===== src/rtl/if_fetch_buf_pkg.sv =====
// Shared types and constants for the instruction-fetch front end.
// The address/instruction widths and reset PC must match the instruction RAM.
package if_fetch_buf_pkg;

    localparam int InstBus     = 32;
    localparam int InstAddrBus = 32;

    localparam logic [InstAddrBus-1:0] RstPC   = 32'h0800_0000;
    localparam logic [InstBus-1:0]     NopInst = 32'h0000_0013;  // addi x0, x0, 0

    typedef struct packed {
        logic [InstAddrBus-1:0] pc;
        logic [InstBus-1:0]     inst;
    } fetch_entry_t;

    localparam int EntryW = $bits(fetch_entry_t);

    // Redirect targets are always word aligned; low bits are dropped, not trapped.
    function automatic logic [InstAddrBus-1:0] align_word(input logic [InstAddrBus-1:0] addr);
        return {addr[InstAddrBus-1:2], 2'b00};
    endfunction

endpackage


===== src/rtl/if_fifo.sv =====
// Small synchronous FIFO with synchronous clear and an occupancy count.
// Head is a plain register read; there is no write-to-read bypass.
module if_fifo #(
    parameter  int WIDTH = 64,
    parameter  int DEPTH = 2,
    localparam int PW    = $clog2(DEPTH)
) (
    input  logic             clk,
    input  logic             rst_n,
    input  logic             clr,
    input  logic             push,
    input  logic             pop,
    input  logic [WIDTH-1:0] din,
    output logic [WIDTH-1:0] head,
    output logic [PW:0]      count
);

    logic [WIDTH-1:0] mem [DEPTH];
    logic [PW-1:0]    rd_ptr;
    logic [PW-1:0]    wr_ptr;

    // NOTE: sequential state uses non-blocking assignments so every register
    // samples pre-edge values regardless of statement order.
    always_ff @(posedge clk or negedge rst_n) begin
        if (!rst_n) begin
            // NOTE: storage is reset so the head reads 0 out of reset; this is
            // only affordable because the FIFO is a handful of flops, not a RAM.
            for (int i = 0; i < DEPTH; i++) begin
                mem[i] <= '0;
            end
            rd_ptr <= '0;
            wr_ptr <= '0;
            count  <= '0;
        end else if (clr) begin
            rd_ptr <= '0;
            wr_ptr <= '0;
            count  <= '0;
        end else begin
            if (push) begin
                mem[wr_ptr] <= din;
                wr_ptr      <= wr_ptr + 1'b1;
            end
            if (pop) begin
                rd_ptr <= rd_ptr + 1'b1;
            end
            // Push and pop together leave the count alone, even when full.
            case ({push, pop})
                2'b10:   count <= count + 1'b1;
                2'b01:   count <= count - 1'b1;
                default: count <= count;
            endcase
        end
    end

    assign head = mem[rd_ptr];

endmodule


===== src/rtl/if_fetch_buf.sv =====
// Instruction-fetch front end: drives the instruction RAM address/read enable,
// buffers returned {pc, inst} pairs and presents them to decode as valid/ready.
module if_fetch_buf
    import if_fetch_buf_pkg::*;
#(
    parameter logic [InstAddrBus-1:0] RST_PC    = RstPC,
    parameter int                     BUF_DEPTH = 2
) (
    input  logic                   clk,
    input  logic                   rst_n,
    output logic [InstAddrBus-1:0] pc_n_o,
    output logic                   iram_rd_o,
    input  logic                   iram_rstn_i,
    input  logic [InstAddrBus-1:0] pc_i,
    input  logic [InstBus-1:0]     inst_i,
    input  logic                   jump_en_i,
    input  logic [InstAddrBus-1:0] jump_addr_i,
    output logic                   id_valid_o,
    input  logic                   id_ready_i,
    output logic [InstAddrBus-1:0] id_pc_o,
    output logic [InstBus-1:0]     id_inst_o
);

    localparam int         CW        = $clog2(BUF_DEPTH) + 1;
    localparam logic [CW:0] DEPTH_LIM = (CW + 1)'(BUF_DEPTH);

    logic [InstAddrBus-1:0] fetch_pc;
    logic                   inflight;
    logic [CW-1:0]          fifo_count;
    logic                   pop;
    logic                   capture;
    logic                   issue;
    logic [CW:0]            occupancy;
    fetch_entry_t           wr_entry;
    fetch_entry_t           head_entry;

    assign pop     = id_valid_o & id_ready_i;
    assign capture = inflight & ~jump_en_i;

    // Slots that will be committed after this edge; pop can only be 1 when the
    // FIFO is non-empty, so the subtraction never wraps.
    assign occupancy = {1'b0, fifo_count}
                     + {{CW{1'b0}}, inflight}
                     - {{CW{1'b0}}, pop};

    // A redirect always issues: the flush frees the whole buffer this edge.
    assign issue     = jump_en_i | (occupancy < DEPTH_LIM);
    assign iram_rd_o = issue;
    assign pc_n_o    = jump_en_i ? align_word(jump_addr_i) : fetch_pc;

    always_ff @(posedge clk or negedge rst_n) begin
        if (!rst_n) begin
            fetch_pc <= RST_PC;
            inflight <= 1'b0;
        end else begin
            inflight <= issue;
            if (issue) begin
                fetch_pc <= pc_n_o + 32'd4;
            end
        end
    end

    assign wr_entry.pc   = pc_i;
    assign wr_entry.inst = inst_i;

    // Decode flushes itself on a redirect, so its pop that cycle is dropped.
    if_fifo #(
        .WIDTH (EntryW),
        .DEPTH (BUF_DEPTH)
    ) u_fifo (
        .clk   (clk),
        .rst_n (rst_n),
        .clr   (jump_en_i),
        .push  (capture),
        .pop   (pop & ~jump_en_i),
        .din   (wr_entry),
        .head  (head_entry),
        .count (fifo_count)
    );

    assign id_valid_o = (fifo_count != '0);
    assign id_pc_o    = head_entry.pc;
    assign id_inst_o  = head_entry.inst;

    // The RAM fetches RST_PC by itself in its reset-exit cycle; we must agree.
    rst_fetch_pc_a : assert property (
        @(posedge clk) disable iff (!rst_n)
        iram_rstn_i |-> (iram_rd_o && pc_n_o == RST_PC)
    );

endmodule


===== config.mk =====
export PLATFORM = sky130hd
export DESIGN_NAME = if_fetch_buf
export DESIGN_NICKNAME = d
export VERILOG_FILES = /design/src/rtl/if_fetch_buf_pkg.sv /design/src/rtl/if_fifo.sv /design/src/rtl/if_fetch_buf.sv
export SDC_FILE = /design/constraint.sdc
export NUM_CORES = 1
export LEC_CHECK = 0
export ABC_CLOCK_PERIOD_IN_PS = 4290
export BUFFER_PORTS_ARGS = -buffer_cell sky130_fd_sc_hd__buf_2
export CELL_PAD_IN_SITES_DETAIL_PLACEMENT = 0
export CELL_PAD_IN_SITES_GLOBAL_PLACEMENT = 1
export CORE_UTILIZATION = 46
export CTS_CLUSTER_SIZE = 10
export DETAILED_ROUTE_END_ITERATION = 8
export GPL_TIMING_DRIVEN = 0
export HOLD_SLACK_MARGIN = 0.15
export MAX_ROUTING_LAYER = met4
export PLACE_DENSITY = 0.82
export SLEW_MARGIN = 20
export SYNTH_ARGS = -nofsm -noshare
export SYNTH_HDL_FRONTEND = slang
export SYNTH_SLANG_ARGS = --single-unit

===== constraint.sdc =====
create_clock -name clk -period 4.29 [get_ports clk]
set_input_delay 0 -clock clk [delete_from_list [all_inputs] [get_ports clk]]
set_output_delay 0 -clock clk [all_outputs]
set_load 0.02 [all_outputs]

Yosys cells after proc, flatten, opt, wreduce, memory -nomap -nowiden
Index checks and enable logic that the tools add are counted.
{ "op_classes": {"add_sub_neg": 7, "magnitude_cmp": 4, "eq_ne": 2, "n_mux": 13, "bitwise_logic": 7, "n_reduce_logical": 6} }
{ "op_table": {"columns": ["op", "n"], "rows": [
  ["64-bit 2-to-1 mux", 4],
  ["128-bit bitwise mux", 1],
  ["64-bit demux with 1-bit select", 1],
  ["32-bit by 3-bit adder with 32-bit output, second input constant", 1],
  ["32-bit 2-to-1 mux", 1],
  ["2-bit nonzero test", 3],
  ["2-bit >= comparator, second input constant", 2],
  ["1-bit 2-to-1 mux", 4],
  ["1-bit NOT with 2-bit output", 2],
  ["2-bit case mux with 2 select lines", 1],
  ["2-bit by 1-bit adder with 3-bit output", 1],
  ["1-bit bitwise AND", 3],
  ["3-bit by 2-bit less-than comparator with 1-bit output, second input constant", 1],
  ["3-bit nonzero test", 1],
  ["3-bit by 1-bit subtractor with 3-bit output", 1],
  ["1-bit adder, second input constant", 2],
  ["2-bit by 1-bit adder with 2-bit output, second input constant", 1],
  ["2-bit by 1-bit == test with 1-bit output, second input constant", 1],
  ["2-bit == test, second input constant", 1],
  ["2-bit by 1-bit less-than comparator with 1-bit output, second input constant", 1],
  ["2-bit 2-to-1 mux", 1],
  ["2-bit AND reduction", 1],
  ["2-bit by 1-bit subtractor with 2-bit output, second input constant", 1],
  ["1-bit logical AND", 1],
  ["2 further kinds", 2]
]} }
{ "word_totals": {"ff_bits": 165, "in_bits": 101, "wordCells": 46} }

Logic depth before layout (Yosys ltp)
{ "logic_depth": {"ltp_word": 6, "ltp_mapped": 14} }

Hierarchy
From an unflattened synthesis, not the netlist that was laid out.
{ "unflattened": {"cells_unflattened": 636, "area_unflattened_um2": 8589.5} }
{ "by_module_without_submodules": {"columns": ["mod", "n_inst", "cells_per_inst", "area_each_um2", "seq_area_each_um2"], "rows": [
  ["if_fifo", 1, 359, 6033.3, 3303.2],
  ["if_fetch_buf", 1, 277, 2556.2, 827.0]
]} }

Worst setup path before layout
Ideal clock, no wire load.
{ "synth_timing": {"kind": "input port to flip-flop", "start": "input port jump_en_i", "end": "register fetch_pc[28]", "setup_time_ns": 0.092, "arrival_ns": 2.332, "required_ns": 4.198, "slack_ns": 1.866, "stages": 14, "n_path_buf": 7, "cell_sequence": "buf_6 > buf_8 > buf_6 > buf_6 > buf_2 > buf_2 > mux2_2 > ha_1 > inv_1 > a211oi_2 > and4_1 > buf_4 > and4_1 > o31ai_2"} }
{ "synth_between": {"elab_chain_cells": 2} }
{ "synth_lines": {"columns": ["element", "line", "text"], "rows": [
  ["start, declared", "if_fetch_buf.sv:16", "input logic jump_en_i,"],
  ["32-bit 2-to-1 mux", "if_fetch_buf.sv:49", "assign pc_n_o = jump_en_i ? align_word(jump_addr_i) : fetch_pc;"],
  ["via pc_n_o[3]", "if_fetch_buf.sv:11", "output logic [InstAddrBus-1:0] pc_n_o,"],
  ["32-bit by 3-bit adder with 32-bit output", "if_fetch_buf.sv:58", "fetch_pc <= pc_n_o + 32'd4;"],
  ["end signal, assigned", "if_fetch_buf.sv:58", null],
  ["end, declared", "if_fetch_buf.sv:27", "logic [InstAddrBus-1:0] fetch_pc;"]
]} }
The timed path passes the listed nets, and every way through them passes these cells.
A chain may end at the register's enable or synchronous reset.

Worst setup path after layout
{ "layout_timing": {"start": "input port jump_en_i", "end": "register fetch_pc[24]"} }
{ "layout_between": {"elab_chain_cells": 2} }
{ "layout_lines": {"columns": ["element", "line"], "rows": [
  ["32-bit 2-to-1 mux", "if_fetch_buf.sv:49"],
  ["32-bit by 3-bit adder with 32-bit output", "if_fetch_buf.sv:58"]
]} }
Parallel ways exist; a longest one is shown, timed or not.

==> flow_metrics.env <==
export IMPL_placed_area_um2=9530
export IMPL_rows=48
export IMPL_crit_type="input port to flip-flop"
export IMPL_reg2regPathDepth=10
export IMPL_syn_nets=735
export IMPL_multi_input_area_um2=3860
export IMPL_drtPass1Iterations=4
export IMPL_dieArea_um2=18500
export IMPL_nets=1051
export IMPL_cp_start_kind="input port"
export IMPL_crit_slowest_cell="dlygate4sd3_1"
export IMPL_diodes=0
export IMPL_root_buffer="clkbuf_16"
export IMPL_areaGrowthSynthToFinish_pct=35.2
export IMPL_ant_nets=0
export IMPL_dr_first_iter_drc_count=182
export IMPL_antenna_found_initial=0
export IMPL_fin_area_um2=11100
export IMPL_finClkSkew_ps=14.0
export IMPL_vias=6231
export IMPL_grtUsageTotal=0.240
export IMPL_fin_crit_ps=3600
export IMPL_powerDensity_nw_per_um2=690
export IMPL_hp_start="jump_addr_i[6]"
export IMPL_timing_setup_tns_ps=0
export IMPL_synthArstFlopShare=1.00
export IMPL_p_leak_uw=0.00504
export IMPL_timing_final_crit_share=0.839
export IMPL_avgSynthCellArea_um2=13.0
export IMPL_clock_latency_ps=430
export IMPL_tritoncts="yes"
export IMPL_crit_path_end_kind="flip-flop"
export IMPL_place_hpwl_um=14500
export IMPL_crit_family="buffers and inverters"
export IMPL_initial_utilization=0.473
export IMPL_hold_ws_ps=174
export IMPL_fin_util=0.640
export IMPL_drc_errors=0
export IMPL_h_tree_depth=4
export IMPL_crit_cells=16
export IMPL_hold_path_depth=5
export IMPL_hold_viol=0
export IMPL_rsz0062_at_grt="no"
export IMPL_numCtsBuffers=17
export IMPL_synth_main_ff_cell="dfrtp_1"
export IMPL_rrSetupSlack_ps=1030
export IMPL_synth_distinct_cells=53
export IMPL_worstReg2RegEnd="fetch_pc[24]"
export IMPL_seqCellArea_um2=4130
export IMPL_fillCellCount=1341
export IMPL_slew_viol_final=0
export IMPL_finalWeightedCongestion=0.851
export IMPL_path_buf_inv=10
export IMPL_netlist_instances=632
export IMPL_relSlewSlack=0.484
export IMPL_cts_resized=0
export IMPL_wl_per_cell_um=17.5
export IMPL_vias_per_cell=5.25
export IMPL_fp_dieH_um=136
export IMPL_cpPeakStageDelay_ps=570
export IMPL_hold_class="input port to flip-flop"
export IMPL_timing_rr_start="fetch_pc[2]"
export IMPL_grt_pass1_vias=6598
export IMPL_yosysTopAreaCellShare=0.498
export IMPL_report_final_setup_viol=0
export IMPL_grt_overflow=0
export IMPL_syn_area_um2=8240
export IMPL_worstPathRequired_ps=4600
export IMPL_cts_num_sinks=165
export IMPL_worst_slew_pin_slew_ps=775
export IMPL_worstPathArrival_ps=3910
export IMPL_clk_pin_slew_worst_paths_ps=70
export IMPL_yosysSeqAreaShare=0.501
export IMPL_layout_drive_gt1_share=0.466
export IMPL_synth_area_leader_cell="dfrtp_1"
export IMPL_io_buffers=194
export IMPL_synth_edf_count=0
export IMPL_path_cells="buf_6 > buf_8 > buf_6 > buf_6 > buf_2 > buf_2 > mux2_2 > ha_1 > inv_1 > a211oi_2 > and4_1 > buf_4 > and3_1 > dlygate4sd3_1 > o31ai_1 > dlygate4sd3_1"
export IMPL_status="completed"
export IMPL_die_x_um=136
export IMPL_max_freq_ghz=0.278
export IMPL_crit_fanout=10
export IMPL_grt_max_degree=107
export IMPL_cpMostUsedCell="buf_6"
export IMPL_synth_area_leaders="dfrtp_1 (50%), mux2_2 (24%), mux2_1 (5.9%), nand2_1 (1.7%), a21oi_1 (1.5%)"
export IMPL_holdPathEnd="fetch_pc[9]"
export IMPL_ir_drop_v=0.000339
export IMPL_cts_buffer_depth=2
export IMPL_ys_seq_elements=165
export IMPL_routed_wl_um=20800
export IMPL_grt_pass1_wl_um=32900
export IMPL_drv_cap=0
export IMPL_ys_warn_count=0
export IMPL_coreArea_um2=17400
export IMPL_ios=199
==> cell usage after synthesis, types with 9 or more instances <==
master and count:
dfrtp_1 164, nand3_1 15, clkbuf_1 12, nor2_1 16, xnor2_1 11, mux2_2 173, and3_1 9, mux2_1 43
buf_2 14, xor2_1 9, nand2_1 38, a21oi_1 24, o21ai_0 9
==> placed cells by master (no fill, tap or decap), types with 8 or more instances in the layout <==
cell type	n
a21oi_1	24
clkbuf_1	12
clkbuf_16	17
mux2_2	173
xnor2_1	11
o21ai_0	9
nor2_1	16
nand3_1	15
buf_2	207
dfrtp_1	164
nand2_1	38
mux2_1	43
dlygate4sd3_1	102
xor2_1	9
and3_1	9
inv_6	8
==> what timing repair did <==
action                     CTS  global route
setup endpoints to repair    0             0
hold endpoints to repair   264             0
hold buffers               102             0
buffers inserted             0             0
==> report_power, final <==
part	switching, uW	internal [uW]
clock network	685	823
registers	467	2340
logic	1780	1600
==> per-stage QoR <==
stage	power (uW)	std cells	setup slack, ps
final	7680	1186	689
after floorplan	5070	632	1870
after CTS	7720	1186	734
after global placement	5910	1051	838
after global routing	8140	1186	522
after detailed placement	6090	1052	1250
==> routing by layer <==
metal,track usage,vias to the layer above,routed length [um]
met5,-,-,0
met4,0.0774,0,244
met3,0.0496,23,1200
met2,0.409,179,10400
met1,0.282,3105,8960
li1,-,2924,-
==> area by class of cell <==
cell class              count  area share
repair buffers            297       0.182
clock inverters            15      0.0145
multi-input cells         422       0.347
clock buffers              17      0.0382
well taps                 225      0.0253
inverters                   8     0.00270
plain buffers              37      0.0194
flip-flops and latches    165       0.371
==> worst max-delay path by stage <==
stage          startpoint  slack, ps            to
2_1_floorplan   jump_en_i       1870  fetch_pc[28]
3_3_place_gp        rst_n        840  fetch_pc[16]
3_5_place_dp    jump_en_i       1250  fetch_pc[30]
4_1_cts         jump_en_i        730  fetch_pc[24]
5_1_grt         jump_en_i        520  fetch_pc[24]
6_report        jump_en_i        690  fetch_pc[24]
==> registers in the layout, summed over array words and instances, names as in the netlist <==
register       flops
u_fifo.mem       128
u_fifo.rd_ptr      1
inflight           1
u_fifo.wr_ptr      1
fetch_pc          32
u_fifo.count       2
==> worst register-to-register path: cells and delay by family, from the launching register on <==
kind	cells	cell delay (ps)
compound gates	2	550
fa+ha+maj	1	140
buf+inv	4	1390
flops	1	410
mux	1	200
simple gates	2	470
==> cells by family after synthesis <==
family	after synthesis	synth area share
xor+xnor	20	0.0213
compound gates	63	0.0568
flops	165	0.501
buf+inv	45	0.0299
mux	224	0.305
fa+ha+maj	2	0.00395
simple gates	113	0.0815
(Power assumes the default switching activity.)
